### src/rtl/sync_fifo_param.sv
// sync_fifo_param
//   Parametrised single-clock FIFO with simultaneous read/write, occupancy
//   count, programmable almost-full/almost-empty thresholds, sticky
//   overflow/underflow flags and a selectable first-word-fall-through mode.
//
// Ports:
//   clk           clock, all state on rising edge
//   rst           asynchronous active-low reset
//   wr_en/wr_data write request and data
//   rd_en         read request (pop of the displayed word in FWFT mode)
//   clr_err       synchronous clear of overflow/underflow
//   rd_data       read data, qualified by rd_valid
//   full/empty    occupancy flags
//   almost_full   count >= AF_LEVEL
//   almost_empty  count <= AE_LEVEL
//   count         occupancy 0..DEPTH
//   overflow      sticky: write attempted while full
//   underflow     sticky: read attempted while empty
module sync_fifo_param #(
    parameter int WIDTH    = 8,
    parameter int DEPTH    = 16,
    parameter int AF_LEVEL = DEPTH - 2,
    parameter int AE_LEVEL = 2,
    parameter bit FWFT     = 1'b0,
    localparam int AW      = $clog2(DEPTH)
) (
    input  logic             clk,
    input  logic             rst,
    input  logic             wr_en,
    input  logic [WIDTH-1:0] wr_data,
    input  logic             rd_en,
    input  logic             clr_err,
    output logic [WIDTH-1:0] rd_data,
    output logic             rd_valid,
    output logic             full,
    output logic             empty,
    output logic             almost_full,
    output logic             almost_empty,
    output logic [AW:0]      count,
    output logic             overflow,
    output logic             underflow
);

    localparam logic [AW:0] DEPTH_C = DEPTH[AW:0];
    localparam logic [AW:0] AF_C    = AF_LEVEL[AW:0];
    localparam logic [AW:0] AE_C    = AE_LEVEL[AW:0];

    logic [WIDTH-1:0] mem [DEPTH];
    logic [AW:0]      wr_ptr;
    logic [AW:0]      rd_ptr;
    logic [AW:0]      occ;
    logic             wr_acc;
    logic             rd_acc;

    // Flags depend only on the registered pointers; the wrap bit
    // distinguishes full from empty when the index bits coincide.
    assign occ          = wr_ptr - rd_ptr;
    assign count        = occ;
    assign empty        = (occ == '0);
    assign full         = (occ == DEPTH_C);
    assign almost_full  = (occ >= AF_C);
    assign almost_empty = (occ <= AE_C);

    assign wr_acc = wr_en && !full;
    assign rd_acc = rd_en && !empty;

    always_ff @(posedge clk or negedge rst) begin
        if (!rst) begin
            wr_ptr <= '0;
            rd_ptr <= '0;
        end else begin
            if (wr_acc) wr_ptr <= wr_ptr + 1'b1;
            if (rd_acc) rd_ptr <= rd_ptr + 1'b1;
        end
    end

    // Storage is deliberately not reset.
    always_ff @(posedge clk) begin
        if (wr_acc) mem[wr_ptr[AW-1:0]] <= wr_data;
    end

    // Set wins over clear when both happen in the same cycle.
    always_ff @(posedge clk or negedge rst) begin
        if (!rst) begin
            overflow  <= 1'b0;
            underflow <= 1'b0;
        end else begin
            overflow  <= (overflow  && !clr_err) || (wr_en && full);
            underflow <= (underflow && !clr_err) || (rd_en && empty);
        end
    end

    generate
        if (FWFT) begin : g_fwft
            // Head word shown combinationally; forced to zero while empty so
            // that reset (which empties the FIFO) also drives rd_data to 0.
            assign rd_data  = empty ? '0 : mem[rd_ptr[AW-1:0]];
            assign rd_valid = !empty;
        end else begin : g_reg
            always_ff @(posedge clk or negedge rst) begin
                if (!rst) begin
                    rd_data  <= '0;
                    rd_valid <= 1'b0;
                end else begin
                    rd_valid <= rd_acc;
                    if (rd_acc) rd_data <= mem[rd_ptr[AW-1:0]];
                end
            end
        end
    endgenerate

endmodule

### config.mk
export PLATFORM = sky130hd
export DESIGN_NAME = sync_fifo_param
export DESIGN_NICKNAME = d
export VERILOG_FILES = /design/src/rtl/sync_fifo_param.sv
export SDC_FILE = /design/constraint.sdc
export NUM_CORES = 1
export LEC_CHECK = 0
export CAP_MARGIN = 40
export CORE_MARGIN = 8
export CORE_UTILIZATION = 60
export CTS_BUF_LIST = sky130_fd_sc_hd__clkbuf_4 sky130_fd_sc_hd__clkbuf_8
export DETAILED_ROUTE_END_ITERATION = 6
export GPL_TIMING_DRIVEN = 0
export MAX_ROUTING_LAYER = met4
export PLACE_DENSITY = 0.85
export SKIP_LAST_GASP = 1
export SLEW_MARGIN = 40
export SYNTH_ARGS = -nofsm -noshare
export SYNTH_HDL_FRONTEND = slang
export SYNTH_SLANG_ARGS = --single-unit
### constraint.sdc
create_clock -name clk -period 7.3 [get_ports clk]
set_input_delay 1.095 -clock clk [delete_from_list [all_inputs] [get_ports clk]]
set_output_delay 1.095 -clock clk [all_outputs]
set_load 0.1 [all_outputs]
# [Yosys cells after proc, flatten, opt, wreduce, memory -nomap -nowiden]
# Memories as Yosys holds them, arrays and structs flattened. A register that Yosys moved wholly into a read port is not among the register bits.
# Cells that the tools add are included.
[op_classes] eq_ne=1 order_cmp=2 n_mux=2 n_addsub=3 reduce_logical=13
[ops] op="$add A5 B1 Y5 const B" count=2
[ops] op="$logic_and A1 B1 Y1" count=6
[ops] op="$eq A5 B5 Y1 const B" count=1
[ops] op="$ge A5 B4 Y1 const B" count=1
[ops] op="$le A5 B2 Y1 const B" count=1
[ops] op="$logic_not A5 Y1" count=1
[ops] op="$sub A5 B5 Y5" count=1
[ops] op="$logic_not A1 Y1" count=4
[ops] op="$logic_or A1 B1 Y1" count=2
[ops] op="$mux W1" count=2
[word_totals] ff_bits=13 word_cells=27 ram_bits=128 memories=1 in_bits=13 out_inout_bits=20
[memory_table] name="mem" depth=16 width=8 rd=1 rd_clocked_by_memory_dff=1 write_ports=1 line_no="48" source="logic [WIDTH-1:0] mem [DEPTH];"

# [Depth between registers and ports, before layout]
# Gate-level depths: netlist of the first run.
[depth] ltp_word=6 mapped_depth=11 ltp_nobuf=10

# [Worst setup path before layout of the first run]
# No wires, ideal clock.
[synth_timing] path_type="register to output" from="reg rd_ptr[2]" to="out almost_empty" setup_slack_ps=-793 arrival_time_ps=6998 required_ps=6205 path_stages_with_launch=8 n_path_buf=1 path_cell_list="dfrtp_1 clkbuf_1 inv_1 ha_1 a21oi_1 nand2_1 xnor2_1 a2111oi_0"
[synth_via] elab_chain_cells=2
[synth_lines] element="start, declared" line_no="50" source="logic [AW:0] rd_ptr;"
[synth_lines] element="start signal, assigned" line_no="73" source="if (rd_acc) rd_ptr <= rd_ptr + 1'b1;"
[synth_lines] element="$sub A5 B5 Y5" line_no="57" source="assign occ = wr_ptr - rd_ptr;"
[synth_lines] element="named net count[3]" line_no="39" source="output logic [AW:0] count,"
[synth_lines] element="$le A5 B2 Y1" line_no="62" source="assign almost_empty = (occ <= AE_C);"
[synth_lines] element="end, declared" line_no="38" source="output logic almost_empty,"
# The timed path passes the listed nets, and every way through them passes these cells.

# [Worst setup path in the final report of the first run]
[layout_timing] from="reg rd_ptr[2]" to="out almost_empty"
[layout_via] elab_chain_cells=2
[layout_lines] element="$sub A5 B5 Y5" line_no="57"
[layout_lines] element="$le A5 B2 Y1" line_no="62"
# No other way between the ends.

==> key figures, run 1 <==
Logic synthesis
  • Simple-gate portion of the synthesized area: about 3.6%
  • Yosys top cell area share: between 60% and 70%
  • Area contributors post-synth: edfxtp_1 64%, mux4_2 12%, dfrtp_1 8.7%, mux2_4 2.2%, ha_1 1.9%
  • Area leader, netlist: edfxtp_1
  • Seq cells post-synth: 149
  • Synth warn: 0
  • Synth Area in XOR/XNOR: about 1.9%
  • Syn Nets: around 330
  • Synth unique cells: 36
  • Cells after Synth: approximately 300
  • Synth Area in Compound Gates: 3.63%
  • Synth Cell Area: slightly above 6000 um2
  • Syn_area_per_cell: 19.6 um2
  • Post-synthesis adder-cell area fraction: roughly 2.2%
  • Seq/Total Area, Yosys: roughly 72%
  • Largest family of logic cells by synthesized area: multiplexers
  • Multiplexer area fraction after synthesis: 14.8%

Detailed routing
  • DR iter-0 viols: between 200 and 300
  • Remaining design rule violation count: 0
  • Vias: a little over 3000
  • Wire per inst: around 24 um
  • DR vias/cell: between 6 and 7
  • Iteration count of the initial detailed-routing pass: 4
  • Post-route ant nets: 0
  • Total wire length: roughly 12 mm

Clock tree
  • CTS clk-pin slew, worst paths: 0.08 ns
  • CTS Root Cell: clkbuf_8
  • Cts bufs inserted: 17
  • CTS resizes: 0
  • Hold-fix buffers at CTS: 0
  • CTS tree: yes
  • Setup Buffers After CTS: 0
  • CTS max path bufs: 2
  • H-tree levels: 4
  • Clock sinks: between 100 and 150
  • Clock latency on the worst-skew pair: roughly 0.45 ns

STA
  • Slew margin rel.: 47.3%
  • Final hold vios: 0
  • Max Clk Rate: between 200 and 250 MHz
  • RSZ-0062 raised after global routing: no
  • Setup Viol. Count Final: 0
  • Fin crit period: between 4 and 5 ns
  • Final clock skew: roughly 0.0099 ns
  • Final worst-path cycle share: between 60% and 70%
  • Least-Margin Pin Slew: 0.787 ns
  • Fin worst setup slack: 2.87 ns
  • Total negative setup slack: 0 ns
  • Slew Viols, Final: 0

Job
  • Max_cap viols: 0

Worst setup path
  • Critical path type: register to output port
  • Critical Path Fanout Max: 10
  • CP arrival: between 3 and 4 ns
  • Startpoint types: register
  • Worst setup EP type: output port
  • Worst r2r src: rd_ptr[2]$_DFFE_PN0P_
  • Worst setup path startpoint: rd_ptr[2]$_DFFE_PN0P_
  • Crit path required time: slightly above 6 ns

Final layout
  • Syn-to-layout area delta: 14.0%
  • N_diodes: 0
  • Final nets: 382
  • Final Util: between 70% and 80%
  • Ratio of cells with drive above 1 in the final layout: 32.3%
  • Fillcell total: 593
  • Fin area: 6890 um2

Place
  • I/O Buffers: 32
  • Placed cell areas: 6470 um2
  • Final Wtd Congestion: approximately 0.84
  • Post-DP HPWL: 8.06 mm
  • Dpl ws: ~3.4 ns

Global route
  • Vias in the first global route: roughly 3300
  • Largest net degree at the start of global routing: 22
  • Gr ovfl total: 0
  • First-pass GRT wire length: 18.8 mm
  • Global Route Usage Sum: approximately 21%
  • Initial antenna violation count: 0

Floorplan
  • Rows: 36
  • Core ar.: around 10000 um2
  • Die height: 116 um
  • DIE AREA: 13500 um2
  • I/O pin count: 33
  • Die Wd: between 100 and 150 um
  • Initial Util: approximately 60%

Worst hold path
  • Hold Startpoint: rd_ptr[4]$_DFFE_PN0P_
  • Min-Delay Path Class: register to register

Outcome
  • Status: complete, no violations
## logic make-up (layout without fill, tap and decap cells)
| family | Yosys count | after routing |
|---|---|---|
| buf+inv | 21 | 85 |
| xor+xnor | 12 | 12 |
| simple gates | 41 | 41 |
| fa+ha+maj | 10 | 10 |
| mux | 44 | 44 |
| compound gates | 31 | 31 |
| flops | 149 | 149 |
## layout by cell type, fill, tap and decap left out, types with 3 or more instances in the layout
| master | Yosys | layout |
|---|---|---|
| dfrtp_1 | 21 | 21 |
| xor2_1 | 4 | 4 |
| edfxtp_1 | 128 | 128 |
| ha_1 | 9 | 8 |
| mux2_4 | 9 | 9 |
| clkdlybuf4s50_1 | 0 | 11 |
| and3_1 | 12 | 12 |
| o22ai_1 | 16 | 16 |
| nand4_1 | 3 | 3 |
| a21oi_1 | 5 | 4 |
| mux4_2 | 32 | 32 |
| bufinv_16 | 0 | 3 |
| clkinv_2 | 0 | 5 |
| clkbuf_8 | 0 | 18 |
| nand2_1 | 5 | 5 |
| xnor2_1 | 7 | 6 |
| nor2_1 | 11 | 11 |
| inv_1 | 10 | 8 |
| buf_2 | 4 | 25 |
## cell usage after synthesis (all sizes together)
master	number
edfxtp	128
and3	12
buf	6
a21boi	1
a2111oi	1
nor2b	4
xor2	5
mux2i	1
nand3	1
o22ai	16
ha	9
nand2	5
nor3	1
a22o	2
nand3b	1
o211ai	2
inv	11
dfrtp	21
nor2	11
mux4	32
a21o	1
clkbuf	4
nand4	3
a21oi	6
a31o	1
xnor2	7
nor4	2
mux2	11
o21ai	1
fa	1
and2	1
## worst paths after layout
| kind | to | slack, ns | cells after the start |
|---|---|---|---|
| setup / recovery | almost_empty | 2.87 | 9 |
| hold / removal | rd_ptr[4]$_DFFE_PN0P_ | 0.49 | 1 |
| setup reg to reg | mem[3][4]$_DFFE_PP_ | 3.97 | 8 |
| hold reg to reg | rd_ptr[4]$_DFFE_PN0P_ | 0.49 | 1 |
| max in group asynchronous | rd_data[2]$_DFFE_PN0P_ | 6.33 | 1 |
| min in group asynchronous | rd_ptr[4]$_DFFE_PN0P_ | 0.61 | 1 |
## per-layer routing
layer	track usage (%)	share of wire, %	routed length (um)
met5	-	0	0
met4	11.1	3.0	365
met3	5.07	8.1	988
met2	32.7	52	6350
met1	24.0	37	4540
## state kept, by name (all words and copies together) (netlist names)
register and count:
rd_valid 1, rd_ptr 5, underflow 1, rd_data 8, mem 128, overflow 1
wr_ptr 5
## layout make-up
type / count / area (um2) / share of cell area (%)
well taps: 133 / 166 / 2.42
flip-flops and latches: 149 / 4370 / 63.4
plain buffers: 10 / 62.6 / 0.908
multi-input cells: 138 / 1610 / 23.3
repair buffers: 32 / 215 / 3.12
clock inverters: 13 / 156 / 2.27
clock buffers: 19 / 255 / 3.71
inverters: 11 / 55.1 / 0.799
## worst max-delay path, cell delays in order (launching register included)
cell	delay (ns)
dfrtp_1	0.39
clkbuf_2	0.30
inv_1	0.10
ha_1	0.35
a21o_1	0.21
a21oi_2	0.17
xor2_2	0.26
bufinv_8	0.26
a2111oi_0	0.34
buf_2	0.50
## per-stage QoR
step	hold WS, ns	std cells
floorplan	0.462	308
finish	0.486	505
detailed placement	0.477	473
global route	0.511	505
CTS	0.492	505
global placement	0.476	473
Power of run 1 is not shown: default switching activity piles up to over one toggle a cycle in this logic, so the estimate is an artifact.
==> run 2, diff against run 1 <==
--- a/config.mk
+++ b/config.mk
@@ -7,12 +7,12 @@
 export LEC_CHECK = 0
 export CAP_MARGIN = 40
 export CORE_MARGIN = 8
-export CORE_UTILIZATION = 60
+export CORE_UTILIZATION = 56
 export CTS_BUF_LIST = sky130_fd_sc_hd__clkbuf_4 sky130_fd_sc_hd__clkbuf_8
 export DETAILED_ROUTE_END_ITERATION = 6
 export GPL_TIMING_DRIVEN = 0
 export MAX_ROUTING_LAYER = met4
-export PLACE_DENSITY = 0.85
+export PLACE_DENSITY = 0.83
 export SKIP_LAST_GASP = 1
 export SLEW_MARGIN = 40
 export SYNTH_ARGS = -nofsm -noshare
==> constraint.sdc (replaced) <==
create_clock -name clk -period 3.9 [get_ports clk]
set_input_delay 0.585 -clock clk [delete_from_list [all_inputs] [get_ports clk]]
set_output_delay 0.585 -clock clk [all_outputs]
set_load 0.1 [all_outputs]
==> key figures, run 2 (synthesis gave the netlist of run 1 again) <==
Detailed routing
  • Wire per inst: 23.7 um (was 24.2 um)
  • DR vias/cell: 6.09 (was 6.06)
  • Remaining design rule violation count: 0 (unchanged)
  • DR iter-0 viols: 252 (was 284)
  • Total wire length: 12.2 mm (about the same)
  • Vias: 3129 (was 3062)
  • Iteration count of the initial detailed-routing pass: 5 (was 4)
  • Post-route ant nets: 0 (unchanged)

Global route
  • Vias in the first global route: 3287 (was 3264)
  • Gr ovfl total: 0 (unchanged)
  • Largest net degree at the start of global routing: 22 (unchanged)
  • Global Route Usage Sum: 18.2% (was 20.6%)
  • First-pass GRT wire length: 18.7 mm (was 18.8 mm)
  • Initial antenna violation count: 0 (unchanged)

Floorplan
  • Die Wd: 120 um (was 116 um)
  • Core ar.: 10700 um2 (was 9770 um2)
  • Initial Util: 56.5% (was 61.8%)
  • I/O pin count: 33 (unchanged)
  • Die height: 120 um (was 116 um)
  • Rows: 38 (was 36)
  • DIE AREA: 14400 um2 (was 13500 um2)

STA
  • Fin crit period: 3.74 ns
  • Hold WS: 0.104 ns (was 0.486 ns)
  • Final hold vios: 0 (unchanged)
  • Slew margin rel.: 46.1% (was 47.3%)
  • Setup Viol. Count Final: 0 (unchanged)
  • Slew Viols, Final: 0 (unchanged)
  • Final worst-path cycle share: between 90% and 100%
  • Final clock skew: 0.0204 ns (was 0.00992 ns)
  • RSZ-0062 raised after global routing: no (unchanged)
  • Least-Margin Pin Slew: 0.804 ns (was 0.787 ns)
  • Max Clk Rate: 267 MHz

Final layout
  • Ratio of cells with drive above 1 in the final layout: 32.6% (was 32.3%)
  • Max FFs per register: 128 (unchanged)
  • Most frequent cells in the layout: 128 x edfxtp_1, 32 x mux4_2, 24 x buf_2, 21 x dfrtp_1, 18 x clkbuf_8 (was 128 x edfxtp_1, 32 x mux4_2, 25 x buf_2, 21 x dfrtp_1, 18 x clkbuf_8)
  • Most common cell after layout, fill and taps aside: edfxtp_1 (unchanged)
  • Final nets: 384 (was 382)
  • N_diodes: 0 (unchanged)
  • Syn-to-layout area delta: 14.6% (was 14.0%)

Worst setup path
  • Worst setup EP type: output port (unchanged)
  • Crit path required time: 3.31 ns (was 6.20 ns)
  • Startpoint types: register (unchanged)
  • Critical path type: register to output port (unchanged)
  • CP arrival: 3.16 ns (was 3.33 ns)
  • Critical Path Fanout Max: 10 (unchanged)

Clock tree
  • CTS Root Cell: clkbuf_8 (unchanged)
  • Clock latency on the worst-skew pair: 0.45 ns (about the same)
  • Hold-fix buffers at CTS: 0 (unchanged)
  • CTS clk-pin slew, worst paths: 0.09 ns (was 0.08 ns)
  • Clock sinks: 149 (unchanged)
  • CTS tree: yes (unchanged)
  • CTS max path bufs: 2 (unchanged)
  • H-tree levels: 4 (unchanged)
  • Cts bufs inserted: 17 (unchanged)

Worst hold path
  • Min-Delay Path Class: primary input to async pin (was register to register)

Place
  • Final Wtd Congestion: 0.839 (was 0.840)
  • Post-DP HPWL: 7.78 mm (was 8.06 mm)
  • I/O Buffers: 32 (unchanged)

Job
  • Max_cap viols: 0 (unchanged)

Outcome
  • Status: complete, no violations (unchanged)
-- run 2: final cells by class --
class	count	area, um2
flip-flops and latches	149	4370
fillers	724	3780
multi-input cells	138	1610
clock buffers	20	263
repair buffers	34	233
well taps	140	175
clock inverters	12	153
plain buffers	10	65.1
inverters	11	55.1
-- run 2: final timing paths --
path	start	slack, ns	depth (start not counted)	endpoint
max	rd_ptr[1]$_DFFE_PN0P_	0.16	9	almost_empty
min	rst	0.10	1	wr_ptr[4]$_DFFE_PN0P_
max reg2reg	rd_ptr[1]$_DFFE_PN0P_	0.58	8	mem[3][1]$_DFFE_PP_
min reg2reg	wr_ptr[4]$_DFFE_PN0P_	0.50	1	wr_ptr[4]$_DFFE_PN0P_
max in group asynchronous	rst	3.40	1	rd_data[3]$_DFFE_PN0P_
min in group clk	wr_ptr[4]$_DFFE_PN0P_	0.50	1	wr_ptr[4]$_DFFE_PN0P_
-- run 2: through the flow --
step | worst slack [ns] | setup TNS (ns) | util (%) | cell area, um2 | std cells
floorplan | -3.27 | -29.39 | - | 6080 | 308
CTS | 0.00977 | 0 | 64.5 | 6900 | 512
detailed placement | 0.439 | 0 | 60.6 | 6480 | 480
global route | 0.0155 | 0 | 64.7 | 6920 | 514
finish | 0.157 | 0 | 64.7 | 6920 | 514
global placement | -0.278 | -0.282 | 61.5 | 6580 | 480
-- run 2: per-layer routing --
metal | wire length, um | global-route usage, % | part of all wire [%]
met3 | 881 | 4.93 | 7.2
met4 | 333 | 9.68 | 2.7
met5 | 0 | - | 0
met1 | 4930 | 22.1 | 40
met2 | 6040 | 27.7 | 50
-- run 2: critical path, stage by stage, from the launching register on --
cell	delay [ns]
dfrtp_1	0.39
clkbuf_4	0.26
inv_1	0.12
fa_2	0.37
a21o_1	0.17
a21oi_2	0.17
xor2_2	0.23
bufinv_8	0.24
a2111oi_0	0.37
buf_4	0.36
-- run 2: what timing repair did --
action,in CTS,in global routing
gates resized for setup,1,2
endpoints found under the setup margin,1,1
buffers inserted,0,2
Power of run 2 is left out for the same reason.
